$ cat config.mk
export PLATFORM = sky130hd
export DESIGN_NAME = mem_c_collect_flat
export DESIGN_NICKNAME = d
export VERILOG_FILES = /design/src/rtl/mem_c_collect_if.sv /design/src/rtl/mem_c_collect.sv /design/src/flat_wrapper.sv
export SDC_FILE = /design/constraint.sdc
export NUM_CORES = 2
export LEC_CHECK = 0
export ABC_AREA = 0
export ABC_CLOCK_PERIOD_IN_PS = 13650
export BUFFER_PORTS_ARGS = -buffer_cell sky130_fd_sc_hd__buf_4
export CORE_ASPECT_RATIO = 1.25
export CORE_MARGIN = 2
export CORE_UTILIZATION = 45
export CTS_CLUSTER_SIZE = 8
export DETAILED_ROUTE_END_ITERATION = 10
export GPL_TIMING_DRIVEN = 1
export PLACE_DENSITY_LB_ADDON = 0.2
export SYNTH_ARGS = -nofsm -noshare
export SYNTH_HDL_FRONTEND = slang
export SYNTH_SLANG_ARGS = --single-unit
export TNS_END_PERCENT = 5
$ cat constraint.sdc
create_clock -name clk -period 13.65 [get_ports clk]
set_clock_uncertainty 0.1 [all_clocks]
set_input_delay 1.365 -clock clk [delete_from_list [all_inputs] [get_ports clk]]
set_output_delay 1.365 -clock clk [all_outputs]
set_load 0.005 [all_outputs]
$ cat src/rtl/mem_c_collect_if.sv
// rtl/mem_c_collect_if.sv - drain/readback port bundle for the systolic C collector
//
// Signals:
//   cap_en    host -> collector  drain beat valid, Cin holds this beat's wavefront
//   Cin       host -> collector  DIM column outputs from the array bottom edge
//   rd_en     host -> collector  row read request
//   Crow      host -> collector  row address for the read
//   Cout      collector -> host  registered row data
//   rd_valid  collector -> host  Cout valid this cycle
//   busy      collector -> host  drain in progress
//   done      collector -> host  full matrix captured, buffer readable
interface mem_c_collect_if #(
  parameter int BITS_C = 24,
  parameter int DIM    = 8
);
  localparam int RW = (DIM > 1) ? $clog2(DIM) : 1;

  logic                         cap_en;
  logic [DIM-1:0][BITS_C-1:0]   Cin;
  logic                         rd_en;
  logic [RW-1:0]                Crow;
  logic [DIM-1:0][BITS_C-1:0]   Cout;
  logic                         rd_valid;
  logic                         busy;
  logic                         done;

  modport master (
    output cap_en, Cin, rd_en, Crow,
    input  Cout, rd_valid, busy, done
  );

  modport slave (
    input  cap_en, Cin, rd_en, Crow,
    output Cout, rd_valid, busy, done
  );
endinterface

$ cat src/rtl/mem_c_collect.sv
// rtl/mem_c_collect.sv - de-skews systolic drain wavefronts into a DIM x DIM buffer and serves rows
//
// Ports:
//   clk   clock, all state updates on the rising edge
//   rst   synchronous active-high reset
//   cif   mem_c_collect_if.slave: cap_en/Cin drain beats in, rd_en/Crow row reads in,
//         Cout/rd_valid registered read data out, busy/done registered status out
module mem_c_collect #(
  parameter int BITS_C = 24,
  parameter int DIM    = 8
) (
  input  logic           clk,
  input  logic           rst,
  mem_c_collect_if.slave cif
);
  localparam int KW = $clog2(2*DIM-1);
  localparam logic [KW-1:0] KLAST = KW'(2*DIM-2);

  typedef enum logic [1:0] {IDLE, CAPTURE, FULL} state_t;

  state_t                     state;
  logic [KW-1:0]              k;
  logic [BITS_C-1:0]          cbuf [DIM][DIM];
  logic [DIM-1:0][BITS_C-1:0] rd_row;
  logic [DIM-1:0][BITS_C-1:0] cout_q;
  logic                       rd_valid_q;
  logic                       busy_q;
  logic                       done_q;

  // Outside CAPTURE an accepted beat always starts a fresh drain at beat 0.
  logic [KW-1:0] beat;
  assign beat = (state == CAPTURE) ? k : '0;

  // Capture has priority over readback in FULL.
  logic rd_ok;
  assign rd_ok = cif.rd_en && (state == FULL) && !cif.cap_en;

  // Out-of-range rows (only possible for non-power-of-2 DIM) read as zero.
  logic row_in;
  assign row_in = (int'(cif.Crow) < DIM);

  // Beat k carries C[k-c][c] on column c, so cell (r,c) is written on beat r+c.
  for (genvar r = 0; r < DIM; r++) begin : g_row
    for (genvar c = 0; c < DIM; c++) begin : g_col
      always_ff @(posedge clk) begin
        if (rst) begin
          cbuf[r][c] <= '0;
        end else if (cif.cap_en && (beat == KW'(r + c))) begin
          cbuf[r][c] <= cif.Cin[c];
        end
      end
    end
  end

  for (genvar c = 0; c < DIM; c++) begin : g_rd
    assign rd_row[c] = row_in ? cbuf[cif.Crow][c] : '0;
  end

  always_ff @(posedge clk) begin
    if (rst) begin
      state      <= IDLE;
      k          <= '0;
      busy_q     <= 1'b0;
      done_q     <= 1'b0;
      rd_valid_q <= 1'b0;
      cout_q     <= '0;
    end else begin
      rd_valid_q <= rd_ok;
      if (rd_ok) begin
        cout_q <= rd_row;
      end
      if (cif.cap_en) begin
        if (beat == KLAST) begin
          state  <= FULL;
          k      <= '0;
          busy_q <= 1'b0;
          done_q <= 1'b1;
        end else begin
          state  <= CAPTURE;
          k      <= beat + 1'b1;
          busy_q <= 1'b1;
          done_q <= 1'b0;
        end
      end
    end
  end

  assign cif.Cout     = cout_q;
  assign cif.rd_valid = rd_valid_q;
  assign cif.busy     = busy_q;
  assign cif.done     = done_q;
endmodule

$ cat src/flat_wrapper.sv
// flat-port wrapper written by rule: the top's interface ports become plain ports
module mem_c_collect_flat 
#(
  parameter int BITS_C = 24,
  parameter int DIM    = 8
)
  (clk, rst, cif_cap_en, cif_Cin, cif_rd_en, cif_Crow, cif_Cout, cif_rd_valid, cif_busy, cif_done);
  mem_c_collect_if #(.BITS_C(BITS_C), .DIM(DIM)) cif_i ();
  input  logic clk;
  input  logic rst;
  input wire logic [$bits(cif_i.cap_en)-1:0] cif_cap_en;
  input wire logic [$bits(cif_i.Cin)-1:0] cif_Cin;
  input wire logic [$bits(cif_i.rd_en)-1:0] cif_rd_en;
  input wire logic [$bits(cif_i.Crow)-1:0] cif_Crow;
  output wire logic [$bits(cif_i.Cout)-1:0] cif_Cout;
  output wire logic [$bits(cif_i.rd_valid)-1:0] cif_rd_valid;
  output wire logic [$bits(cif_i.busy)-1:0] cif_busy;
  output wire logic [$bits(cif_i.done)-1:0] cif_done;
  assign cif_i.cap_en = cif_cap_en;
  assign cif_i.Cin = cif_Cin;
  assign cif_i.rd_en = cif_rd_en;
  assign cif_i.Crow = cif_Crow;
  assign cif_Cout = cif_i.Cout;
  assign cif_rd_valid = cif_i.rd_valid;
  assign cif_busy = cif_i.busy;
  assign cif_done = cif_i.done;
  mem_c_collect #(.BITS_C(BITS_C), .DIM(DIM)) u_core (.clk(clk), .rst(rst), .cif(cif_i));
endmodule
# After elaboration in Yosys (flattened, before gate mapping)
# Memory sizes are Yosys's and may differ from the RTL's. A register that Yosys moved wholly into a read port is not among the register bits.
# Cells that the tools add are included.
[totals] out_inout_bits=195 in_bits=199 latchBits=0 memories=1 reg_bits=9 romBits=0 ram_bits=1536
[memory_table] name="u_core.cbuf" words=8 word_bits=192 read_ports=1 rd_ports_with_merged_regs=1 write_ports=8 line_no="mem_c_collect.sv:23" text="logic [BITS_C-1:0] cbuf [DIM][DIM];"
[classes] eq_ne=16 n_mul=0 bitwise=64 n_shift=0 n_lt_le_gt_ge=0 addsub=1 mux=116 reduce_logical=19 n_div=0
[ops] op="$mux 24" count=64
[ops] op="$or 1x1->1" count=64
[ops] op="$mux 1" count=49
[ops] op="$eq 4x4->1 const B" count=7
[ops] op="$logic_and 1x1->1" count=17
[ops] op="$eq 4x3->1 const B" count=4
[ops] op="$eq 4x2->1 const B" count=2
[ops] op="$mux 4" count=2
[ops] op="$add 4x1->4 const B" count=1
[ops] op="$eq 4x1->1 const B" count=1
[ops] op="$logic_not 4->1" count=1
[ops] op="$eq 2x1->1 const B" count=1
[ops] op="$eq 2x2->1 const B" count=1
[ops] op="$mux 2" count=1
[ops] op="$logic_not 1->1" count=1

# Depth between registers and ports, before layout
[logic_depth] ltp_word=8 depth_mapped=8

# Worst setup path after synthesis
# Ideal clock, no wire load.
[synth_path] kind="in2reg" startpoint="input cif_cap_en" endpoint="memory u_core.cbuf[0][24] (netlist bit), enable pin" setup_slack_ns=2.969 t_arrival_ns=9.849 setup_ns=0.731 n_path_buf=1 stages=4 path_cell_list="buf_2 -> nand3b_2 -> or3b_1 -> o21bai_1"
[synth_rtl] element="start, declared" line_no="flat_wrapper.sv:11" text="input wire logic [$bits(cif_i.cap_en)-1:0] cif_cap_en;"
[synth_rtl] element="end, declared" line_no="mem_c_collect.sv:23"

==> insert_results.sql <==
INSERT INTO impl_metrics (metric_group, metric, value, unit) VALUES
('run_status', 'status', 'finished clean', ''),
('logic_synthesis', 'synth-seq-area-share', '0.666', ''),
('detailed_routing', 'drc', '0', ''),
('critical_path', 'r2r-end', 'u_core.cbuf[5][141]', ''),
('logic_synthesis', 'synth.avg_cell_area', '13.7', 'um2'),
('critical_path', 'crit_cells', '5', ''),
('detailed_routing', 'routedWlPerCell', '26.3', 'um'),
('layout', 'final.fill_count', '14000', ''),
('critical_path', 'most_common_cell_on_crit_path', 'sky130_fd_sc_hd__buf_4', ''),
('worst_hold_path', 'min-delay-path-class', 'reg2reg', ''),
('critical_path', 'timing.reg2reg.setup_slack', '9.13', 'ns'),
('critical_path', 'critical_path.max_fanout', '55', ''),
('pwr', 'leakage', '33.7', 'nW'),
('clocking', 'cts-buffers-inserted', '235', ''),
('critical_path', 'path_buf_inv', '4', ''),
('clocking', 'cts_repair_resize_count', '0', ''),
('critical_path', 'cp-endpoint', 'u_core.cbuf[5][141]', ''),
('detailed_routing', 'number_of_vias_per_cell', '5.59', ''),
('detailed_routing', 'wl', '215', 'mm'),
('placed_design', 'numPlacedInstances', '7761', ''),
('sta', 'tns', '0', 'ns'),
('logic_synthesis', 'synthTopCellsByArea', 'sky130_fd_sc_hd__edfxtp_1, sky130_fd_sc_hd__and2_1, sky130_fd_sc_hd__mux2i_1, sky130_fd_sc_hd__dfxtp_1, sky130_fd_sc_hd__a22oi_1', ''),
('critical_path', 'worst_path_max_delay_cell', 'sky130_fd_sc_hd__buf_4', ''),
('detailed_routing', 'drtIter0Drc', '4224', ''),
('floorplanning', 'coreArea', '166000', 'um2'),
('floorplanning', 'die_w', '370', 'um'),
('critical_path', 'worstSetupPathType', 'in2reg', ''),
('logic_synthesis', 'yosys_warnings', '0', ''),
('floorplanning', 'floorplan.rows', '167', ''),
('clocking', 'cts_tree', 'done', ''),
('critical_path', 'setup.worst_path.end_class', 'flop', ''),
('critical_path', 'critical_path.reg2reg.startpoint', 'u_core.k[2]', ''),
('clocking', 'cts.sinks', '1735', ''),
('clocking', 'cts_max_path_buffers', '3', ''),
('floorplanning', 'ioPinCount', '394', ''),
('sta', 'final-hold-violation-count', '0', ''),
('grt', 'grt_antenna_before_repair', '39', ''),
('clocking', 'clkLatencyLatePin', '0.88', 'ns'),
('clocking', 'cts_root_buffer', 'sky130_fd_sc_hd__clkbuf_16', ''),
('layout', 'num-nets-final', '6000', ''),
('grt', 'first_global_vias', '47000', ''),
('logic_synthesis', 'synthArstFlopShare', '0', ''),
('critical_path', 'startpoint', 'rst', ''),
('critical_path', 'required_time_of_the_critical_path', '14.01', 'ns'),
('sta', 'tightest_slew', '1.18', 'ns'),
('grt', 'maximum_number_of_pins_on_one_net_before_global_route_repair', '157', ''),
('clocking', 'cts.reportedPaths.clkPinSlew', '0.05', 'ns'),
('layout', 'syn2layout_area_growth', '15.8', '%'),
('sta', 'drv_slew', '0', ''),
('floorplanning', 'design.die.area', '171000', 'um2'),
('logic_synthesis', 'synth_fp_nets', '5683', ''),
('placed_design', 'post-dp-hpwl', '106', 'mm'),
('clocking', 'post_cts.repair.setup_buffers', '0', ''),
('critical_path', 'crit_path_cell_trace', 'clkbuf_8 > buf_4 > nand2b_4 > buf_4 > buf_4', ''),
('logic_synthesis', 'synth_largest_area_cell', 'sky130_fd_sc_hd__edfxtp_1', ''),
('logic_synthesis', 'cell_count_after_synthesis', '5484', ''),
('logic_synthesis', 'ys.flop_type', 'sky130_fd_sc_hd__edfxtp_1', ''),
('critical_path', 'worst_setup_path_start_kind', 'input port', ''),
('grt', 'grt_remaining_overflow', '0', ''),
('sta', 'final_critical_path_share_of_the_clock_period', '0.350', ''),
('critical_path', 'timing.critical_path.slowest_cell_delay', '0.92', 'ns'),
('layout', 'seqCellArea', '50100', 'um2'),
('logic_synthesis', 'count_of_different_cell_masters_after_synthesis', '43', ''),
('placed_design', 'gpl.final_weighted_congestion', '0.749', ''),
('detailed_routing', 'num_vias', '45800', ''),
('detailed_routing', 'drt.antenna.violating_nets', '0', ''),
('clocking', 'h-tree-depth', '4', ''),
('sta', 'finalCriticalPeriod', '4.78', 'ns'),
('placed_design', 'port_buffers', '393', ''),
('layout', 'area_taken_by_multi_input_logic_gates', '23600', 'um2'),
('grt', 'grt_pass1_wl', '315', 'mm');
[layout make-up]
| cell class | instances | share of cell area |
|---|---|---|
| flip-flops and latches | 1735 | 0.575 |
| clock inverters | 14 | 0.00312 |
| diodes | 11 | 0.000316 |
| inverters | 1 | 0.0000431 |
| multi-input cells | 3345 | 0.271 |
| clock buffers | 415 | 0.0760 |
| well taps | 2197 | 0.0315 |
| repair buffers | 483 | 0.0431 |
[power by group]
part           switching [mW]  internal [mW]
registers              0.0439           5.93
clock network            2.24           3.24
logic                   0.410          0.200
total                    2.69           9.38
[synthesized netlist by cell type, types with 2 or more instances]
cell type / number
sky130_fd_sc_hd__dfxtp_1: 199
sky130_fd_sc_hd__buf_4: 12
sky130_fd_sc_hd__clkbuf_2: 52
sky130_fd_sc_hd__o21ai_1: 2
sky130_fd_sc_hd__or3b_1: 2
sky130_fd_sc_hd__nor2b_1: 4
sky130_fd_sc_hd__nand3_1: 2
sky130_fd_sc_hd__nand2b_1: 2
sky130_fd_sc_hd__and2_1: 1536
sky130_fd_sc_hd__a22oi_1: 384
sky130_fd_sc_hd__or3_1: 2
sky130_fd_sc_hd__nor2_1: 207
sky130_fd_sc_hd__a21oi_1: 197
sky130_fd_sc_hd__buf_6: 7
sky130_fd_sc_hd__nor3_1: 193
sky130_fd_sc_hd__edfxtp_1: 1536
sky130_fd_sc_hd__o21ai_0: 2
sky130_fd_sc_hd__nor2_4: 4
sky130_fd_sc_hd__buf_2: 110
sky130_fd_sc_hd__mux2i_1: 768
sky130_fd_sc_hd__nor2_2: 4
sky130_fd_sc_hd__clkbuf_1: 188
sky130_fd_sc_hd__buf_1: 34
sky130_fd_sc_hd__o21bai_1: 13
sky130_fd_sc_hd__nand2_1: 5
sky130_fd_sc_hd__nand3b_1: 2
[layer usage]
layer | part of all wire | wire (um) | global-route usage
met5 | 0.0017 | 361 | 0
met4 | 0.020 | 4300 | 0.0647
met3 | 0.085 | 18200 | 0.0659
met2 | 0.46 | 99900 | 0.400
met1 | 0.43 | 92500 | 0.340
[flip-flops by register name (all words and copies together) (netlist names)]
name,flops
u_core.cbuf,1536
u_core.cif.Cout,192
u_core.k,4
u_core.state,2
u_core.cif.rd_valid,1
[per-stage QoR]
stage	hold WS (ns)	area, um2	util
2_1_floorplan	0.391	75300	-
3_3_place_gp	0.383	80200	0.484
3_5_place_dp	0.389	80200	0.484
4_1_cts	0.395	87100	0.525
5_1_grt	0.412	87100	0.525
6_report	0.392	87100	0.525
[how the worst min path moves through the flow]
stage                                 to                 start
detailed placement  u_core.cif.Cout[102]  u_core.cif.Cout[102]
floorplan            u_core.cif.Cout[49]   u_core.cif.Cout[49]
CTS                 u_core.cif.Cout[133]  u_core.cif.Cout[133]
global route        u_core.cif.Cout[164]  u_core.cif.Cout[164]
finish              u_core.cif.Cout[135]  u_core.cif.Cout[135]
global placement     u_core.cif.Cout[47]   u_core.cif.Cout[47]
[cells by family after synthesis]
group                     share of synthesized area
buffers and inverters                        0.0241
AOI/OAI and AO/OA                            0.0534
muxes                                         0.102
xor gates and xnor gates                   0.000116
and+or+nand+nor                               0.155
DFF                                           0.666
[worst register-to-register path, cell delays in order (launching register included)]
cell and delay (ns):
sky130_fd_sc_hd__dfxtp_1 0.52, sky130_fd_sc_hd__nand2_1 0.12, sky130_fd_sc_hd__or3_1 0.52, sky130_fd_sc_hd__or3_1 0.48
sky130_fd_sc_hd__nand2b_4 0.45, sky130_fd_sc_hd__buf_4 0.86, sky130_fd_sc_hd__buf_4 0.98
Note: power is estimated with default switching activity, not from simulation.
